$ cat config.mk
export PLATFORM = sky130hd
export DESIGN_NAME = codec_cfg_ctrl
export DESIGN_NICKNAME = d
export VERILOG_FILES = /design/src/rtl/codec_cfg_ctrl_pkg.sv /design/src/rtl/codec_cfg_ctrl_rom.sv /design/src/rtl/codec_cfg_ctrl.sv
export SDC_FILE = /design/constraint.sdc
export NUM_CORES = 1
export LEC_CHECK = 0
export BUFFER_PORTS_ARGS = -buffer_cell sky130_fd_sc_hd__buf_2
export CAP_MARGIN = 20
export CORE_MARGIN = 1.5
export CORE_UTILIZATION = 35
export DETAILED_ROUTE_END_ITERATION = 10
export GPL_TIMING_DRIVEN = 1
export PLACE_DENSITY = 0.61
export SLEW_MARGIN = 20
export SYNTH_ARGS = -nofsm -noshare
export SYNTH_HDL_FRONTEND = slang
export SYNTH_SLANG_ARGS = --single-unit
export TNS_END_PERCENT = 20
$ cat constraint.sdc
create_clock -name clk_n -period 3.1 [get_ports clk_n]
set_input_delay 0.155 -clock clk_n [delete_from_list [all_inputs] [get_ports clk_n]]
set_output_delay 0.155 -clock clk_n [all_outputs]
set_load 0.02 [all_outputs]
$ cat src/rtl/codec_cfg_ctrl_pkg.sv
// Shared types, WM8731 register map and word builders for the codec config controller.
package codec_cfg_ctrl_pkg;

  typedef enum logic [2:0] {
    ST_INIT_ISSUE = 3'd0,
    ST_INIT_WAIT  = 3'd1,
    ST_INIT_GAP   = 3'd2,
    ST_RUN_IDLE   = 3'd3,
    ST_RUN_ISSUE  = 3'd4,
    ST_RUN_WAIT   = 3'd5,
    ST_RUN_GAP    = 3'd6,
    ST_ERROR      = 3'd7
  } state_t;

  // Which runtime requester owns the transaction in flight.
  typedef enum logic {
    SRC_VOL  = 1'b0,
    SRC_MUTE = 1'b1
  } src_t;

  // WM8731 register addresses (7-bit).
  localparam logic [6:0] R0_LLINE_IN  = 7'h00;
  localparam logic [6:0] R1_RLINE_IN  = 7'h01;
  localparam logic [6:0] R2_LHP_OUT   = 7'h02;
  localparam logic [6:0] R3_RHP_OUT   = 7'h03;
  localparam logic [6:0] R4_ANA_PATH  = 7'h04;
  localparam logic [6:0] R5_DIG_PATH  = 7'h05;
  localparam logic [6:0] R6_PWR_DOWN  = 7'h06;
  localparam logic [6:0] R7_DIG_IF    = 7'h07;
  localparam logic [6:0] R8_SAMPLING  = 7'h08;
  localparam logic [6:0] R9_ACTIVE    = 7'h09;
  localparam logic [6:0] R15_RESET    = 7'h0F;

  localparam logic [3:0] ERR_IDX_VOL  = 4'd14;
  localparam logic [3:0] ERR_IDX_MUTE = 4'd15;

  function automatic logic [15:0] make_word(input logic [6:0] addr, input logic [8:0] data);
    return {addr, data};
  endfunction

  // R2 with LRHPBOTH=1, LZCEN=0 and the 7-bit volume code.
  function automatic logic [15:0] vol_word(input logic [6:0] vol);
    return make_word(R2_LHP_OUT, {2'b10, vol});
  endfunction

  // R5 with DACMU at bit 3, everything else cleared.
  function automatic logic [15:0] mute_word(input logic mute);
    return make_word(R5_DIG_PATH, {5'b0_0000, mute, 3'b000});
  endfunction

endpackage

$ cat src/rtl/codec_cfg_ctrl_rom.sv
// Power-up register sequence for the WM8731; out-of-range indices read as zero.
module codec_init_rom
  import codec_cfg_ctrl_pkg::*;
#(
  parameter int unsigned NUM_INIT = 10
) (
  input  logic [3:0]  idx,
  output logic [15:0] word
);

  // Fixed table lookup.
  always_comb begin
    word = '0;
    case (idx)
      4'd0:    word = make_word(R15_RESET,   9'h000);
      4'd1:    word = make_word(R6_PWR_DOWN, 9'h000);
      4'd2:    word = make_word(R0_LLINE_IN, 9'h017);
      4'd3:    word = make_word(R1_RLINE_IN, 9'h017);
      4'd4:    word = make_word(R2_LHP_OUT,  9'h179);
      4'd5:    word = make_word(R4_ANA_PATH, 9'h014);
      4'd6:    word = make_word(R5_DIG_PATH, 9'h000);
      4'd7:    word = make_word(R7_DIG_IF,   9'h042);
      4'd8:    word = make_word(R8_SAMPLING, 9'h000);
      4'd9:    word = make_word(R9_ACTIVE,   9'h001);
      default: word = '0;
    endcase
    if (32'(idx) >= NUM_INIT) word = '0;
  end

endmodule

$ cat src/rtl/codec_cfg_ctrl.sv
// Sequences WM8731 init writes, then arbitrates mute/volume requests onto the I2C write engine.
module codec_cfg_ctrl
  import codec_cfg_ctrl_pkg::*;
#(
  parameter int unsigned NUM_INIT   = 10,
  parameter int unsigned GAP_CYCLES = 1000,
  parameter int unsigned MAX_RETRY  = 3,
  parameter int unsigned GAP_W      = 10
) (
  input  logic        clk_n,
  input  logic        rst,
  input  logic        req_mute,
  input  logic        mute_en,
  output logic        ack_mute,
  input  logic        req_vol,
  input  logic [6:0]  vol_data,
  output logic        ack_vol,
  output logic        wr_valid,
  input  logic        wr_ready,
  output logic [15:0] wr_word,
  input  logic        wr_done,
  input  logic        wr_nack,
  output logic        init_done,
  output logic        busy,
  output logic        err,
  output logic [3:0]  err_idx
);

  localparam int unsigned RETRY_W = (MAX_RETRY < 1) ? 1 : $clog2(MAX_RETRY + 1);
  localparam logic [RETRY_W-1:0] RETRY_LAST = RETRY_W'(MAX_RETRY);
  localparam logic [GAP_W-1:0]   GAP_LAST   = GAP_W'(GAP_CYCLES - 1);
  localparam logic [3:0]         IDX_LAST   = 4'(NUM_INIT - 1);

  state_t             state, state_n;
  logic [3:0]         idx, idx_n;
  logic [RETRY_W-1:0] retry, retry_n;
  logic [GAP_W-1:0]   gap_cnt, gap_n;
  logic               done, done_n;
  src_t               src, src_n;
  logic [15:0]        word_hold, word_n, rom_word;
  logic               valid_n, busy_n, init_done_n, err_n;
  logic [3:0]         err_idx_n;
  logic               ack_mute_n, ack_vol_n;

  // ROM is addressed with the next index so the word is ready on entry to INIT_ISSUE.
  codec_init_rom #(.NUM_INIT(NUM_INIT)) u_rom (
    .idx  (idx_n),
    .word (rom_word)
  );

  // Next-state and bookkeeping decisions.
  always_comb begin
    state_n     = state;
    idx_n       = idx;
    retry_n     = retry;
    gap_n       = gap_cnt;
    done_n      = done;
    src_n       = src;
    word_hold   = wr_word;
    init_done_n = init_done;
    err_n       = err;
    err_idx_n   = err_idx;
    ack_mute_n  = 1'b0;
    ack_vol_n   = 1'b0;
    case (state)
      ST_INIT_ISSUE: if (wr_valid && wr_ready) state_n = ST_INIT_WAIT;
      ST_INIT_WAIT: begin
        if (wr_done) begin
          if (!wr_nack) begin
            done_n  = 1'b1;
            gap_n   = '0;
            state_n = ST_INIT_GAP;
          end else if (retry < RETRY_LAST) begin
            retry_n = retry + 1'b1;
            done_n  = 1'b0;
            gap_n   = '0;
            state_n = ST_INIT_GAP;
          end else begin
            err_n     = 1'b1;
            err_idx_n = idx;
            state_n   = ST_ERROR;
          end
        end
      end
      ST_INIT_GAP: begin
        if (gap_cnt == GAP_LAST) begin
          if (!done) begin
            state_n = ST_INIT_ISSUE;
          end else if (idx == IDX_LAST) begin
            init_done_n = 1'b1;
            state_n     = ST_RUN_IDLE;
          end else begin
            idx_n   = idx + 4'd1;
            retry_n = '0;
            state_n = ST_INIT_ISSUE;
          end
        end else begin
          gap_n = gap_cnt + 1'b1;
        end
      end
      ST_RUN_IDLE: begin
        if (req_mute) begin
          src_n     = SRC_MUTE;
          word_hold = mute_word(mute_en);
          retry_n   = '0;
          state_n   = ST_RUN_ISSUE;
        end else if (req_vol) begin
          src_n     = SRC_VOL;
          word_hold = vol_word(vol_data);
          retry_n   = '0;
          state_n   = ST_RUN_ISSUE;
        end
      end
      ST_RUN_ISSUE: if (wr_valid && wr_ready) state_n = ST_RUN_WAIT;
      ST_RUN_WAIT: begin
        if (wr_done) begin
          gap_n   = '0;
          state_n = ST_RUN_GAP;
          if (wr_nack && (retry < RETRY_LAST)) begin
            retry_n = retry + 1'b1;
            done_n  = 1'b0;
          end else begin
            done_n     = 1'b1;
            ack_mute_n = (src == SRC_MUTE);
            ack_vol_n  = (src == SRC_VOL);
            if (wr_nack) begin
              err_n     = 1'b1;
              err_idx_n = (src == SRC_MUTE) ? ERR_IDX_MUTE : ERR_IDX_VOL;
            end
          end
        end
      end
      ST_RUN_GAP: begin
        if (gap_cnt == GAP_LAST) state_n = done ? ST_RUN_IDLE : ST_RUN_ISSUE;
        else gap_n = gap_cnt + 1'b1;
      end
      ST_ERROR: state_n = ST_ERROR;
      default:  state_n = ST_ERROR;
    endcase
  end

  // Registered-output values derived from the next state.
  always_comb begin
    word_n  = word_hold;
    if (state_n == ST_INIT_ISSUE) word_n = rom_word;
    valid_n = (state_n == ST_INIT_ISSUE) || (state_n == ST_RUN_ISSUE);
    busy_n  = (state_n != ST_RUN_IDLE) && (state_n != ST_ERROR);
  end

  // State and output registers.
  always_ff @(posedge clk_n) begin
    if (!rst) begin
      state     <= ST_INIT_ISSUE;
      idx       <= '0;
      retry     <= '0;
      gap_cnt   <= '0;
      done      <= 1'b0;
      src       <= SRC_VOL;
      wr_valid  <= 1'b0;
      wr_word   <= '0;
      init_done <= 1'b0;
      busy      <= 1'b0;
      err       <= 1'b0;
      err_idx   <= '0;
      ack_mute  <= 1'b0;
      ack_vol   <= 1'b0;
    end else begin
      state     <= state_n;
      idx       <= idx_n;
      retry     <= retry_n;
      gap_cnt   <= gap_n;
      done      <= done_n;
      src       <= src_n;
      wr_valid  <= valid_n;
      wr_word   <= word_n;
      init_done <= init_done_n;
      busy      <= busy_n;
      err       <= err_n;
      err_idx   <= err_idx_n;
      ack_mute  <= ack_mute_n;
      ack_vol   <= ack_vol_n;
    end
  end

endmodule

### Word-level counts from Yosys, hierarchy flattened

Memory sizes are Yosys's and may differ from the RTL's.
Index checks and enable logic that the tools add are counted.

* bitwise gates (word level): 4
* mux-type cells: 63
* add/subtract/negate cells: 3
* reductions and logical operators: 21
* equality and inequality tests: 26
* $lt $le $gt $ge: 2

Operator list (number)
* 16-bit 2-to-1 mux: 5
* 10-bit 2-to-1 mux: 5
* 4-bit 2-to-1 mux: 10
* 3-bit 2-to-1 mux: 11
* 10-bit case mux with 3 select lines: 1
* 2-bit 2-to-1 mux: 12
* 2-bit inequality test (second input constant): 12
* 3-bit case mux with 8 select lines: 1
* 3-bit == test (second input constant): 5
* 1-bit 2-to-1 mux: 14
* 10-bit by 1-bit adder with 10-bit output (second input constant): 1
* 10-bit == test (second input constant): 1
* 10-bit AND reduction: 1
* 3-bit inequality test (second input constant): 3
* 2-bit case mux with 4 select lines: 1
* 4-bit case mux with 2 select lines: 1
* 4-bit AND reduction: 2
* 7-bit AND reduction: 1
* 3-bit by 2-bit == test with 1-bit output (second input constant): 2
* 3-bit logical NOT: 2
* 2-bit nonzero test: 3
* 3-bit nonzero test: 2
* 5-bit AND reduction: 1
* 4-bit by 1-bit adder with 4-bit output (second input constant): 1
* other kinds (14): 21

* input bits: 15
* memories kept: 1
* output and inout bits: 26
* word-level logic and storage cells: 134
* ROM bits: 192
* register bits: 47

Memories
* (no name shown): words 16, bits a word 12, read ports 1, clocked after Yosys merged registers in 0, write ports 0, line codec_cfg_ctrl_rom.sv:14 `case (idx)`

### Longest topological paths before layout

* depth in word-level cells: 8
* mapped depth: 11
* depth with buffers taken out: 11

### By module

Synthesis repeated with hierarchy kept, for this count alone.

* cells, all modules: 288
* area, all modules: 2542.4 um^2

Modules (own cells, without submodules)
* codec_cfg_ctrl: cells an instance 250, sequential area each 940.9 um^2, instances 1, area each 2257.2 um^2
* codec_init_rom: cells an instance 38, sequential area each 0.0 um^2, instances 1, area each 285.3 um^2

### Worst setup path after synthesis

Ideal clock, no wire load.

* kind: register to register
* start point: register gap_cnt[0]
* end point: register wr_word[9]
* setup slack: 0.505 ns
* required time: 2.976 ns
* arrival: 2.472 ns
* cell stages (with the launch flop): 10
* cell sequence: dfxtp_1 ha_1 nand4_1 nor4_4 nand2_1 xor2_1 ha_1 mux2_2 a211oi_1 nor3_1

* cells in the longest elaborated chain, start to end: 6
* elaborated cells between the ends (all ways): 14

RTL lines
* start, declared: line codec_cfg_ctrl.sv:37 `logic [GAP_W-1:0] gap_cnt, gap_n;`
* start signal, assigned: line codec_cfg_ctrl.sv:171 `gap_cnt <= gap_n;`
* 10-bit == test (*): line codec_cfg_ctrl.sv:86, codec_cfg_ctrl.sv:134
* 4-bit 2-to-1 mux (tied with other cells): line codec_cfg_ctrl.sv:86 `if (gap_cnt == GAP_LAST) begin`
* 4-bit 2-to-1 mux / 3-bit case mux with 8 select lines (equally long branches): line codec_cfg_ctrl.sv:65 `case (state)`
* memory read 16 x 12 bit (tied with other cells)
* 16-bit 2-to-1 mux (tied with other cells): line codec_cfg_ctrl_rom.sv:27 `if (32'(idx) >= NUM_INIT) word = '0;`
* 16-bit 2-to-1 mux / 2-bit AND reduction (equally long branches)
* end signal, assigned: line codec_cfg_ctrl.sv:175 `wr_word <= word_n;`
* end, declared: line codec_cfg_ctrl.sv:20 `output logic [15:0] wr_word,`

Mark *: on every way between the ends. The rest lies on a longest branch, timed or not.
A chain may end at the register's enable or synchronous reset.

### Worst setup path in the final report

* start point: register gap_cnt[0]
* end point: register wr_word[4]

The elaborated chain is that of the path after synthesis.

==> results.toml <==
[outcome]
status = "complete, no violations"

[floorplan]
core_sq_um = 6390
start_util_pct = 36.6
die_w_um = 84.7
design.portCount = 41
die_h_um = 84.7
die_area_sq_um = 7180
row_count = 29

[pwr]
power_mw = 1.40
power.density_nw_per_um2 = 529
max-vdd-ir-drop_v = 0.000203
leakagePower_nw = 1.11

[worst_setup_path]
worstSetupStartpointType = "flip-flop"
worstSetupPathType = "flip-flop to flip-flop"
cp.required_ps = 3280
slowest_delay_ps = 480
timing.critical_path.buf_inv = 1
crit_top_cell = "nand4_1"
crit_path_cell_trace = "ha_1 -> nand4_1 -> nor4_1 -> o2111a_1 -> o22ai_1 -> nand4_1 -> buf_4 -> a21oi_1 -> a2111oi_0"
critPathMaxFanout = 9
critical_path_arrival_ps = 2770
cp-end-kind = "flip-flop"
cp_slowest_cell = "nor4_1"
cp_top_family = "simple AND/OR/NAND/NOR gates"

[clock_tree]
clock-sinks = 43
insertion_delay_ps = 290
cts-htree-levels = 2
clk_path_buf_depth = 2
holdBufCountCts = 0
clockRootBuffer = "clkbuf_8"
ctsResizeCount = 0
postCtsSetupBuffers = 0
cts_made_buffers = 5
cts_tree = "done"
clk_pin_slew_worst_paths_ps = 80

[synthesis]
ys_seq_area_share_pct = 36.8
ys.flop_type = "dfxtp_1"
async_flop_share_pct = 0
synth_cell_types = 56
syn_inst = 277
ys.warnings.count = 0
postSynthAreaPerCell_sq_um = 8.44
synth-seq-cells = 43
synth_edf_count = 0
syn_area_sq_um = 2340

[layout]
area_growth_pct = 13.2
antenna_cells = 0
stdcell_count = 387
fin_nets = 336
drive_above_1_share_pct = 18.4
fillers = 675

[timing]
hold_violations = 0
tightest_slew_ps = 780
worst_slack_ps = 507
finalWorstPathRequiredPeriod_ps = 2590
fin_tns_setup_ps = 0
fin_worst_skew_ps = 4.39
final_max_slew_viol_count = 0
setup_viol = 0
fin_crit_sh_pct = 83.7
fmax_mhz = 386
rsz0062_at_grt = "no"
slew_headroom_pct = 47.9

[routing]
drt_pass1_iterations = 4
wl_mm = 5.35
via_per_inst = 5.25
routedWlPerCell_um = 13.8
drtAntennaViolNets = 0
first_iter_violations = 82
drc = 0
vias = 2030

[grt]
antenna_found_initial = 0
grt_max_degree = 25
grt_pass1_wl_mm = 9.16
grt_pass1_vias = 1924
overflow = 0
grt_usage_pct = 16.0

[worst_hold_path]
min_path_type = "primary input to flip-flop"

[placement]
gp_congestion = 0.837
dp.cells = 381
pre_cts_slack_ps = 538
io_buffers = 36
hpwl_mm = 3.98

[flow_run]
max_cap_viol_count = 0
[worst min-delay path, cell delays in order]
cell and delay [ps]:
buf_2 100, nand2b_1 60, a2111oi_0 80
[cell families (layout without fill, tap and decap cells)]
logic type,count (synthesis),in the layout,share of synthesized area (%)
AOI/OAI and AO/OA,56,56,15.6
muxes,9,9,4.60
other,1,4,0.160
buffers and inverters,24,54,4.98
DFF,43,43,36.8
adders and majority gates,10,10,5.35
xor gates and xnor gates,12,12,4.82
and+or+nand+nor,122,122,27.7
[metrics by stage]
step	instance area (sq um)	util, %	hold WS, ps
5_1_grt	2650	41.4	165
6_report	2650	41.4	147
3_5_place_dp	2570	40.3	453
2_1_floorplan	2350	-	326
4_1_cts	2650	41.4	139
3_3_place_gp	2570	40.3	445
[cells in the mapped netlist (6+ instances only)]
master / instances / area (sq um)
a21oi_1: 19 / 95.1
clkbuf_1: 9 / 33.8
dfxtp_1: 43 / 861
ha_1: 10 / 125
inv_1: 7 / 26.3
nand2_1: 22 / 82.6
nand3_1: 6 / 30.0
nor2_1: 47 / 176
nor3_1: 8 / 40.0
o21ai_0: 8 / 40.0
xor2_1: 8 / 70.1
[where the power goes]
group | internal [mW] | total [mW] | switching (mW)
registers | 0.610 | 0.662 | 0.0521
clock network | 0.150 | 0.329 | 0.179
logic | 0.160 | 0.409 | 0.250
total | 0.920 | 1.40 | 0.480
[routing by layer]
| metal | wire (um) | vias up | part of all wire [%] | global-route usage (%) |
|---|---|---|---|---|
| li1 | - | 1032 | - | - |
| met1 | 2670 | 964 | 50 | 21.5 |
| met2 | 2430 | 27 | 46 | 25.5 |
| met3 | 145 | 7 | 2.7 | 2.75 |
| met4 | 99 | 0 | 1.9 | 6.60 |
| met5 | 0 | - | 0 | 0 |
[state kept, by name, indices dropped and copies added (netlist names)]
name and count:
state 3, retry 2, err_idx 4, done 1, wr_word 12, wr_valid 1, gap_cnt 10, src 1
busy 1, ack_vol 1, ack_mute 1, idx 4, init_done 1, err 1
[layout by cell type (no fill, tap or decap), types with 3 or more instances in the layout]
| cell | n |
|---|---|
| nor2_1 | 47 |
| dfxtp_1 | 43 |
| buf_2 | 36 |
| nand2_1 | 22 |
| a21oi_1 | 19 |
| ha_1 | 10 |
| xor2_1 | 8 |
| nor3_1 | 8 |
| o21ai_0 | 8 |
| inv_1 | 7 |
| nand3_1 | 6 |
| and3_1 | 5 |
| a211oi_1 | 5 |
| o21a_1 | 5 |
| nor3b_1 | 5 |
| clkbuf_8 | 5 |
| buf_4 | 5 |
| nand3b_1 | 4 |
| mux2i_1 | 4 |
| conb_1 | 4 |
| nand4_1 | 3 |
| mux2_2 | 3 |
| nand2b_1 | 3 |
| nor2b_1 | 3 |
| xnor2_1 | 3 |
| o211ai_1 | 3 |
[cell type report]
class | count | area (sq um) | area share (%)
Clock buffer | 6 | 72.6 | 2.74
Inverter | 7 | 26.3 | 0.993
Multi-Input combinational cell | 213 | 1370 | 51.9
Sequential cell | 43 | 861 | 32.5
Tap cell | 77 | 96.3 | 3.64
Timing Repair Buffer | 41 | 218 | 8.23
[worst paths after layout]
kind                      startpoint                      end  slack [ps]  cells past startpoint
max reg2reg  gap_cnt[0]$_SDFFE_PN0P_  wr_word[4]$_SDFFE_PN0P_         510                      9
max          gap_cnt[0]$_SDFFE_PN0P_  wr_word[4]$_SDFFE_PN0P_         510                      9
min reg2reg         src$_SDFFE_PN0P_       ack_vol$_SDFF_PP0_         460                      1
min                      vol_data[4]  wr_word[4]$_SDFFE_PN0P_         150                      3
No activity file was read; power rests on OpenSTA's default activity.
